`config.mk`:
```
export PLATFORM = sky130hd
export DESIGN_NAME = cpu7_exu_eclhazard
export DESIGN_NICKNAME = d
export VERILOG_FILES = /design/src/rtl/cpu7_exu_eclhazard.sv
export SDC_FILE = /design/constraint.sdc
export NUM_CORES = 1
export LEC_CHECK = 0
export BUFFER_PORTS_ARGS = -buffer_cell sky130_fd_sc_hd__buf_2
export CORE_MARGIN = 4
export CORE_UTILIZATION = 40
export DETAILED_ROUTE_END_ITERATION = 10
export PLACE_DENSITY = 0.61
export SKIP_CTS_REPAIR_TIMING = 1
export SLEW_MARGIN = 20
export SYNTH_ARGS = -nofsm -noshare
export SYNTH_HDL_FRONTEND = slang
export SYNTH_SLANG_ARGS = --single-unit
```
`constraint.sdc`:
```
create_clock -name clk -period 5.6 [get_ports clk]
set_clock_uncertainty 0.15 [all_clocks]
set_input_delay 0.28 -clock clk [delete_from_list [all_inputs] [get_ports clk]]
set_output_delay 0.28 -clock clk [all_outputs]
set_load 0.005 [all_outputs]
```
`src/rtl/cpu7_exu_eclhazard.sv`:
```
// cpu7_exu_eclhazard: load scoreboard, decode stall/issue and execute operand bypass selects.
//   clk, resetn             : clock, asynchronous active-low reset
//   valid_d, rs*_d, rd_d... : decode-stage instruction
//   ld_ret_vld, ld_ret_rd   : returning load data
//   flush_e                 : kill the instruction entering execute
//   rd_m/w, wen_m/w         : memory/writeback producers for bypass
//   stall_d, issue_d        : decode hold / advance
//   rs*_sel_rf/m/w          : one-hot bypass selects per execute source
//   ld_cnt, sb_err          : outstanding loads, sticky return-protocol error
module cpu7_exu_eclhazard (
  input  logic       clk,
  input  logic       resetn,
  input  logic       valid_d,
  input  logic [4:0] rs1_d,
  input  logic [4:0] rs2_d,
  input  logic       rs1_en_d,
  input  logic       rs2_en_d,
  input  logic [4:0] rd_d,
  input  logic       wen_d,
  input  logic       ld_d,
  input  logic       ld_ret_vld,
  input  logic [4:0] ld_ret_rd,
  input  logic       flush_e,
  input  logic [4:0] rd_m,
  input  logic [4:0] rd_w,
  input  logic       wen_m,
  input  logic       wen_w,
  output logic       stall_d,
  output logic       issue_d,
  output logic       rs1_sel_rf,
  output logic       rs1_sel_m,
  output logic       rs1_sel_w,
  output logic       rs2_sel_rf,
  output logic       rs2_sel_m,
  output logic       rs2_sel_w,
  output logic [1:0] ld_cnt,
  output logic       sb_err
);
  logic [31:0] sb_q, sb_d, set_v, clr_v;
  logic [1:0]  cnt_q, cnt_d;
  logic        err_q, err_d;
  logic        valid_e_q, rs1_en_e_q, rs2_en_e_q;
  logic [4:0]  rs1_e_q, rs2_e_q;
  logic        raw, waw, full, ld_issue, ret_ok;
  logic        use1_m, use1_w, use2_m, use2_w;
  // Hazards look only at the registered scoreboard, so a same-cycle return
  // still stalls and release comes one cycle later.
  always_comb begin
    raw      = (rs1_en_d && rs1_d != 5'd0 && sb_q[rs1_d]) ||
               (rs2_en_d && rs2_d != 5'd0 && sb_q[rs2_d]);
    waw      = wen_d && rd_d != 5'd0 && sb_q[rd_d];
    full     = ld_d && cnt_q == 2'd2;
    stall_d  = valid_d && (raw || waw || full);
    issue_d  = valid_d && !stall_d;
    ld_issue = issue_d && ld_d;
    ret_ok   = ld_ret_vld && ld_ret_rd != 5'd0 && sb_q[ld_ret_rd];
    set_v    = (ld_issue && wen_d && rd_d != 5'd0) ? 32'd1 << rd_d : 32'd0;
    clr_v    = ret_ok ? 32'd1 << ld_ret_rd : 32'd0;
    sb_d     = ((sb_q & ~clr_v) | set_v) & ~32'd1;
    cnt_d    = (ld_issue && !ret_ok && cnt_q != 2'd2) ? cnt_q + 2'd1 :
               (ret_ok && !ld_issue && cnt_q != 2'd0) ? cnt_q - 2'd1 : cnt_q;
    err_d    = err_q || (ld_ret_vld && !ret_ok);
  end
  always_ff @(posedge clk or negedge resetn) begin
    if (!resetn) begin
      sb_q       <= '0;
      cnt_q      <= '0;
      err_q      <= 1'b0;
      valid_e_q  <= 1'b0;
      rs1_e_q    <= '0;
      rs2_e_q    <= '0;
      rs1_en_e_q <= 1'b0;
      rs2_en_e_q <= 1'b0;
    end else begin
      sb_q      <= sb_d;
      cnt_q     <= cnt_d;
      err_q     <= err_d;
      valid_e_q <= issue_d && !flush_e;
      if (issue_d) begin
        rs1_e_q    <= rs1_d;
        rs2_e_q    <= rs2_d;
        rs1_en_e_q <= rs1_en_d;
        rs2_en_e_q <= rs2_en_d;
      end
    end
  end
  // Memory stage wins over writeback when both hold the same register.
  always_comb begin
    use1_m     = valid_e_q && rs1_en_e_q && rs1_e_q != 5'd0 && rs1_e_q == rd_m && wen_m;
    use1_w     = valid_e_q && rs1_en_e_q && rs1_e_q != 5'd0 && rs1_e_q == rd_w && wen_w && !use1_m;
    use2_m     = valid_e_q && rs2_en_e_q && rs2_e_q != 5'd0 && rs2_e_q == rd_m && wen_m;
    use2_w     = valid_e_q && rs2_en_e_q && rs2_e_q != 5'd0 && rs2_e_q == rd_w && wen_w && !use2_m;
    rs1_sel_m  = use1_m;
    rs1_sel_w  = use1_w;
    rs1_sel_rf = !(use1_m || use1_w);
    rs2_sel_m  = use2_m;
    rs2_sel_w  = use2_w;
    rs2_sel_rf = !(use2_m || use2_w);
  end
  assign ld_cnt = cnt_q;
  assign sb_err = err_q;
endmodule
```
### Word level (Yosys, flattened, before mapping)

Cells that the tools add are included.

* bits in read-only memories: 0
* memories: 0
* bits in writable memories: 0
* latch bits: 0
* output and inout port bits: 11
* flip-flop bits (word level): 47

* shift-type cells: 2
* equal/unequal tests: 6
* bitwise gates (word level): 3
* mux-type cells: 12
* add/sub/neg operators: 2
* multipliers: 0
* magnitude comparators: 4
* reduce and logical (&&, ||, !) cells: 56
* div/mod/pow operators: 0

Operator list (number)
* $mux W32: 2
* $shl A1 B5 Y32 const A: 2
* $logic_and A1 B1 Y1: 34
* $and A32 B32 Y32: 1
* $not A32 Y32: 1
* $or A32 B32 Y32: 1
* $reduce_bool A5 Y1: 6
* $lt A5 B6 Y1 const B: 4
* $bmux W1 S5: 4
* $eq A5 B5 Y1: 4
* $logic_not A1 Y1: 8
* $logic_or A1 B1 Y1: 6
* $mux W1: 4
* $mux W2: 2
* $reduce_bool A2 Y1: 2
* $add A2 B1 Y2 const B: 1
* $eq A2 B2 Y1 const B: 1
* $ne A2 B2 Y1 const B: 1
* $sub A2 B1 Y2 const B: 1

### Logic depth before layout (Yosys ltp)

Gate-level depths: netlist of the first run.

* depth in word-level cells: 15
* gate-level depth with buffers: 10
* mapped depth without buffers: 7

### Least setup slack after synthesis of the first run

OpenSTA, ideal clock, no wires.

* kind: input port to flip-flop
* start: input port rs1_d[1]
* end: register rs1_e_q[0]
* cell stages on the path: 9
* data arrival time: 2.395 ns
* setup slack: 2.930 ns
* library setup time: 0.125 ns
* data required time: 5.325 ns
* cell sequence: clkbuf_1 > mux2_2 > a221oi_1 > o21ai_0 > and4_1 > a211oi_4 > nand2_4 > buf_6 > mux2_4

* cells in the longest elaborated chain, start to end: 9

Ends and longest elaborated chain
* start: declaration: RTL line 14 `input logic [4:0] rs1_d,`
* $bmux W1 S5 / $reduce_bool A5 Y1 (equally long branches): RTL line 49 `raw = (rs1_en_d && rs1_d != 5'd0 && sb_q[rs1_d]) ||`
* $mux W1 (implied by the code) / $logic_and A1 B1 Y1 (equally long branches): RTL line 49
* $logic_and A1 B1 Y1 (*): RTL line 49
* $logic_or A1 B1 Y1 (*): RTL line 49
* $logic_or A1 B1 Y1 (*) (2 in a row): RTL line 53 `stall_d = valid_d && (raw || waw || full);`
* $logic_and A1 B1 Y1 (*): RTL line 53
* $logic_not A1 Y1 (*): RTL line 54 `issue_d = valid_d && !stall_d;`
* $logic_and A1 B1 Y1 (*): RTL line 54
* end signal: assignment: RTL line 80 `rs1_e_q <= rs1_d;`
* end: declaration: RTL line 43 `logic [4:0] rs1_e_q, rs2_e_q;`

Every way passes the cells marked *; elsewhere a longest branch is shown, timed or not. The select of a mux whose other input is x is not followed.
A chain may end at the register's enable or synchronous reset.

### Worst setup path in the final report of the first run

* start: register sb_q[13]
* end: output port issue_d

* cells in the longest elaborated chain, start to end: 9

Ends and longest elaborated chain
* start: declaration: RTL line 39 `logic [31:0] sb_q, sb_d, set_v, clr_v;`
* start signal: assignment: RTL line 66 `sb_q <= '0;`
* start signal: assignment: RTL line 75 `sb_q <= sb_d;`
* $bmux W1 S5, on equally long branches: RTL line 49, 50
* $mux W1, on equally long branches: RTL line 49, 50
* $logic_and A1 B1 Y1, on equally long branches: RTL line 49, 50
* $logic_or A1 B1 Y1: RTL line 49
* $logic_or A1 B1 Y1 (*) (2 in a row): RTL line 53
* $logic_and A1 B1 Y1 (*): RTL line 53
* $logic_not A1 Y1 (*): RTL line 54
* $logic_and A1 B1 Y1 (*): RTL line 54
* end: declaration: RTL line 29 `output logic issue_d,`

Marks and branches as above.

==> summary.md, run 1 <==
| Metric | Value |
|---|---|
| HPWL reported at the end of detailed placement | 7900 µm |
| Htree depth | 2 |
| Syn Inst Count | 348 |
| Syn Area/Cell | 10.5 µm² |
| ANT nets after route | 0 |
| CP startpoint | sb_q[13]$_DFF_PN0_ |
| Critical path type | reg2out |
| Synthesized area | 3640 µm² |
| Final Max Tran Viols | 0 |
| Worst-skew pair later-pin latency | 0.31 ns |
| Initial DRC Count | 283 |
| Largest net degree at the start of global routing | 48 |
| Io pins | 52 |
| VDD IR max | 108 µV |
| Synth top area cells | dfrtp_1 32%, mux4_2 15%, o21ai_0 5.6% |
| Number of port buffers | 51 |
| Setup violations, final | 0 |
| CP arrival | 2.77 ns |
| Yosys warning total | 0 |
| Global-route usage over all layers | 0.206 |
| CTS tree | done |
| Die height | 103 µm |
| Cell Pwr Density | 263 nW/µm² |
| CTS buffer count | 5 |
| Syn Nets | 389 |
| Worst slew pin tran | 0.603 ns |
| Levels on crit path | 8 |
| Gpl congestion | 0.855 |
| Top cell type by total area after synthesis | dfrtp_1 |
| Synth Flop Type | dfrtp_1 |
| R2R depth | 7 |
| Reg-to-Reg End | sb_q[17]$_DFF_PN0_ |
| Worst hold path class | in2reg |
| Initial Utilization | 0.414 |
| Worst Path Required | 5.17 ns |
| Filler Cell Count | 848 |
| Nets@finish | 428 |
| Minimum clock period | 3.20 ns |
| CTS Buffer Depth | 2 |
| Post-synth EDFFs | 0 |
| Core area | 8810 µm² |
| RSZ-0062 raised after global routing | no |
| Clock tree sinks | 47 |
| First-pass GRT wire length | 16800 µm |
| Share of layout cells above drive strength 1 | 0.289 |
| Post-DR wirelength/cell | 21.5 µm |
| CP Max Fanout | 14 |
| Post-synth ARST share | 1.00 |
| Seq/Total Area, Yosys | 0.323 |
| DR vias/cell | 6.48 |
| Reg-to-Reg Start | sb_q[13]$_DFF_PN0_ |
| Final design utilization | 0.458 |
| Worst Setup EP | issue_d |
| Initial antenna violation count | 0 |
| CP top delay family | compound AO/OA/AOI/OAI gates |
| Residual DRC | 0 |
| Pleak | 0.00165 µW |
| Die W | 103 µm |
| Detailed Route WL | 10600 µm |
| Router iterations before antenna repair | 5 |
| Slew headroom | 0.598 |
| Root buf cell | clkbuf_8 |
| Crit-path slowest cell | a211oi_4 |
| Grt total ovfl | 0 |
| Fin crit share | 0.571 |
| Vias post-DR | 3216 |
| N_diodes | 0 |
| F_max | 312 MHz |
| Outcome | finished clean |
| Max-Cap Viols | 0 |
| Vias in the first global route | 3166 |
| Crit-path cells | mux4_2, mux2i_1, nor2_1, o311a_1, a211oi_4, nand2_4, inv_1, buf_2 |
| Clock slew at reported path FFs | 0.09 ns |
| FF+latch count, synth | 47 |
| CP endpoint kind | output pin |
| Buf+Inv Stages, Crit Path | 2 |
| Yosys top cell area share | 0.323 |
| Total die area | 10700 µm² |
| Final Hold Fails | 0 |
| Num rows | 34 |
| CP Launch Type | flip-flop |
| Reg2reg setup slack | 2.56 ns |
| Synthesis-to-layout area growth | 10.6% |
| CP peak stage delay | 0.53 ns |
| Netlist cell types | 54 |
| Setup TNS | 0 ns |
[synth_stat cells (all sizes together) (5+ instances only)]
| cell type | n |
|---|---|
| buf | 10 |
| clkbuf | 11 |
| dfrtp | 47 |
| inv | 8 |
| mux2 | 16 |
| mux2i | 9 |
| mux4 | 27 |
| nand2 | 23 |
| nand2b | 5 |
| nand3 | 16 |
| nand4 | 7 |
| nor2 | 15 |
| nor2b | 8 |
| nor3 | 9 |
| o21ai | 41 |
| o31ai | 13 |
| o41ai | 8 |
| or2 | 8 |
| xnor2 | 12 |
| xor2 | 8 |
[flip-flops by register name (all words and copies together), names as in the netlist]
signal      count
sb_q           31
rs1_e_q         5
rs2_e_q         5
ld_cnt          2
rs1_en_e_q      1
rs2_en_e_q      1
sb_err          1
valid_e_q       1
[cells in the final DEF (no fill, tap or decap), types with 2 or more instances in the layout]
| cell | count |
|---|---|
| a221oi_1 | 2 |
| a32o_1 | 4 |
| and2_1 | 2 |
| and3_1 | 4 |
| buf_2 | 50 |
| clkbuf_8 | 5 |
| dfrtp_1 | 47 |
| dlygate4sd3_1 | 2 |
| inv_1 | 8 |
| inv_6 | 2 |
| mux2_2 | 8 |
| mux2_4 | 8 |
| mux2i_1 | 9 |
| mux4_1 | 3 |
| mux4_2 | 24 |
| nand2_1 | 21 |
| nand2_4 | 2 |
| nand2b_1 | 5 |
| nand3_1 | 16 |
| nand3b_1 | 4 |
| nand4_1 | 7 |
| nand4b_1 | 3 |
| nor2_1 | 15 |
| nor2b_1 | 8 |
| nor3_1 | 9 |
| nor3b_1 | 2 |
| nor4_1 | 2 |
| o211ai_1 | 3 |
| o21ai_0 | 41 |
| o31ai_1 | 13 |
| o41ai_1 | 7 |
| or2_2 | 8 |
| or3_1 | 2 |
| or4_1 | 3 |
| xnor2_1 | 12 |
| xor2_1 | 8 |
[worst min path at each step]
stage                     cells after the start                    end  slack, ns        startpoint
after floorplan                               0  ld_cnt[0]$_DFFE_PN0P_      -0.17            resetn
after global placement                        2    valid_e_q$_DFF_PN0_       0.28           flush_e
after detailed placement                      1       sb_err$_DFF_PN0_       0.29  sb_err$_DFF_PN0_
after CTS                                     2    valid_e_q$_DFF_PN0_      -0.05           flush_e
after global routing                          2       sb_err$_DFF_PN0_       0.03        ld_ret_vld
final                                         2       sb_err$_DFF_PN0_       0.05        ld_ret_vld
[power breakdown]
| part | internal [µW] | switching [µW] |
|---|---|---|
| sequential | 402 | 98.9 |
| combinational | 188 | 155 |
| clock | 90.5 | 127 |
[metal layers]
metal	routed length, µm	global-route usage
met1	4380	0.274
met2	5170	0.344
met3	918	0.0469
met4	176	0.0488
met5	0	0
[area by class of cell]
type                            count  area [µm²]  area share
Clock buffer                        5        68.8      0.0171
Clock inverter                      3        22.5     0.00559
Inverter                            8        30.0     0.00745
Sequential cell                    47        1180       0.292
Multi-Input combinational cell    272        2320       0.575
Timing Repair Buffer               53         278      0.0689
Tap cell                          108         135      0.0335
[metrics by stage]
step | std cells | hold WS, ns | setup WS (ns) | power [µW] | cell area, µm²
after floorplan | 348 | -0.166 | 2.93 | 735 | 3640
after global placement | 486 | 0.282 | 2.54 | 837 | 3920
after detailed placement | 486 | 0.294 | 2.41 | 846 | 3920
after CTS | 494 | -0.0500 | 2.40 | 1070 | 4010
after global routing | 496 | 0.0339 | 2.15 | 1130 | 4030
final | 496 | 0.0489 | 2.40 | 1060 | 4030
[logic make-up (layout without fill, tap and decap cells)]
family	Yosys count	in the layout	share of synthesized area
AND/OR/NAND/NOR	116	116	0.175
flip-flops	47	47	0.323
buffers and inverters	29	69	0.0409
multiplexers	52	52	0.252
XOR/XNOR	20	20	0.0481
AO/OA/AOI/OAI	84	84	0.160
Note: power is estimated with default switching activity, not from simulation.
==> run 2: changes to the inputs <==
==> constraint.sdc (replaced) <==
create_clock -name clk -period 3.25 [get_ports clk]
set_clock_uncertainty 0.15 [all_clocks]
set_input_delay 0.1625 -clock clk [delete_from_list [all_inputs] [get_ports clk]]
set_output_delay 0.1625 -clock clk [all_outputs]
set_load 0.005 [all_outputs]
==> summary.md, run 2 (same netlist as run 1, synthesis figures left out) <==
| Metric | Value |
|---|---|
| Residual DRC | 0 |
| Biggest register | sb_q |
| Commonest non-fill, non-tap cell in the layout | buf_2 |
| Io pins | 52 |
| Top Registers | sb_q (31), rs1_e_q (5), rs2_e_q (5) |
| Detailed Route WL | 10700 µm |
| Core area | 8810 µm² |
| Max reg flops | 31 |
| Tot Pwr | 1830 µW |
| F_max | 338 MHz |
| Die height | 103 µm |
| Worst hold endpoint | rs2_e_q[4]$_DFFE_PN0N_ |
| Nets@finish | 433 |
| CP top delay family | multiplexers |
| CP peak stage delay | 0.51 ns |
| VDD IR max | 246 µV |
| Worst slew pin tran | 0.598 ns |
| Minimum clock period | 2.96 ns |
| HPWL reported at the end of detailed placement | 8030 µm |
| Vias in the first global route | 3151 |
| Initial antenna violation count | 0 |
| Fin crit share | 0.912 |
| Worst-skew pair later-pin latency | 0.31 ns |
| Router iterations before antenna repair | 5 |
| Reg-to-Reg End | rs1_e_q[0]$_DFFE_PN0N_ |
| Outcome | finished, violations left |
| Worst hold path class | in2reg |
| Min-delay src | rs2_d[4] |
| Cell Pwr Density | 449 nW/µm² |
| CP Launch Type | flip-flop |
| Final Max Tran Viols | 0 |
| R2R depth | 8 |
| Pleak | 0.00167 µW |
| RSZ-0062 raised after global routing | no |
| Setup TNS | 0 ns |
| Die W | 103 µm |
| Total die area | 10700 µm² |
| Htree depth | 2 |
| Initial DRC Count | 307 |
| Share of layout cells above drive strength 1 | 0.288 |
| Largest net degree at the start of global routing | 48 |
| Number of port buffers | 51 |
| Buf+Inv Stages, Crit Path | 3 |
| Root buf cell | clkbuf_8 |
| Slew headroom | 0.601 |
| CTS buffer count | 5 |
| Most frequent cells in the layout | 50 x buf_2, 47 x dfrtp_1, 41 x o21ai_0 |
| Global-route usage over all layers | 0.199 |
| Final design utilization | 0.462 |
| CP Max Fanout | 14 |
| Initial Utilization | 0.414 |
| Synthesis-to-layout area growth | 11.7% |
| Post-DR wirelength/cell | 21.3 µm |
| Crit-path cells | mux4_2, mux2i_1, nor2_1, o311a_1, a211oi_4, buf_4, nand2_4, inv_1, buf_2 |
| Reg-to-Reg Start | sb_q[15]$_DFF_PN0_ |
| Gpl congestion | 0.877 |
| Num rows | 34 |
| Worst Path Required | 2.94 ns |
| N_diodes | 0 |
| Failing checks | hold timing |
| Hold Crit Depth | 2 |
| Final Hold Fails | 1 |
| Vias post-DR | 3248 |
| Max-Cap Viols | 0 |
| CP arrival | 2.65 ns |
| Hold_ws | -0.000519 ns |
| CTS tree | done |
| Setup violations, final | 0 |
| DR vias/cell | 6.48 |
| Filler Cell Count | 812 |
| ANT nets after route | 0 |
| Critical path type | reg2out |
| Clock tree sinks | 47 |
| First-pass GRT wire length | 16200 µm |
| Clock slew at reported path FFs | 0.10 ns |
| Crit-path slowest cell | mux4_2 |
| Reg2reg setup slack | 0.49 ns |
| CP endpoint kind | output pin |
| Grt total ovfl | 0 |
| CTS Buffer Depth | 2 |
[run 2: changes by cell type in the layout (fill, tap and decap cells not counted), sizes merged]
cell / before / now
inv: 10 / 9
clkbuf: 5 / 6
clkinv: 1 / 0
buf: 51 / 53
clkinvlp: 0 / 1
dlygate4sd3: 2 / 5
[run 2: worst max-delay path by stage]
stage                                        end  cells after the start  slack, ns                from
final                                    issue_d                      9       0.29  sb_q[15]$_DFF_PN0_
after global routing                     issue_d                      9       0.13  sb_q[15]$_DFF_PN0_
after CTS                                issue_d                      9       0.26  sb_q[15]$_DFF_PN0_
after detailed placement  rs1_e_q[0]$_DFFE_PN0N_                      9       0.41            rs1_d[0]
after global placement     ld_cnt[0]$_DFFE_PN0P_                      8       0.42        ld_ret_rd[0]
after floorplan           rs1_e_q[0]$_DFFE_PN0N_                      8       0.67  sb_q[15]$_DFF_PN0_
[run 2: cell type report]
cell class                 count  area, µm²  share of cell area
clock buffer                   6       72.6              0.0178
clock inverter                 2       16.3             0.00400
inverter                       8       30.0             0.00738
timing repair buffer          58        323              0.0793
sequential                    47       1180               0.289
tap                          108        135              0.0332
multi-input combinational    272       2320               0.569
[run 2: per-stage QoR]
step / cell area [µm²] / setup WS [ns] / std cells
after floorplan: 3640 / 0.667 / 348
after global placement: 3930 / 0.421 / 488
after detailed placement: 3930 / 0.412 / 488
after CTS: 4020 / 0.256 / 496
after global routing: 4070 / 0.129 / 501
final: 4070 / 0.287 / 501
[run 2: worst register-to-register path, delay by kind of cell, from the launching register on]
family / cells / cell delay, ns
compound gates: 2 / 0.62
buf+inv: 1 / 0.22
flops: 1 / 0.47
mux: 3 / 0.99
simple gates: 2 / 0.21
[run 2: routing by layer]
layer / wire, µm / global-route usage / share of wire / vias up
met1: 4420 / 0.264 / 0.41 / 1614
met5: 0 / 0 / 0 / -
met3: 898 / 0.0362 / 0.084 / 21
met4: 123 / 0.0408 / 0.012 / 0
met2: 5250 / 0.343 / 0.49 / 170
li1: - / - / - / 1443
[run 2: where the power goes]
part	total, µW	internal [µW]	switching [µW]
clock network	371	155	216
registers	860	693	167
logic	599	331	268
total	1830	1180	651
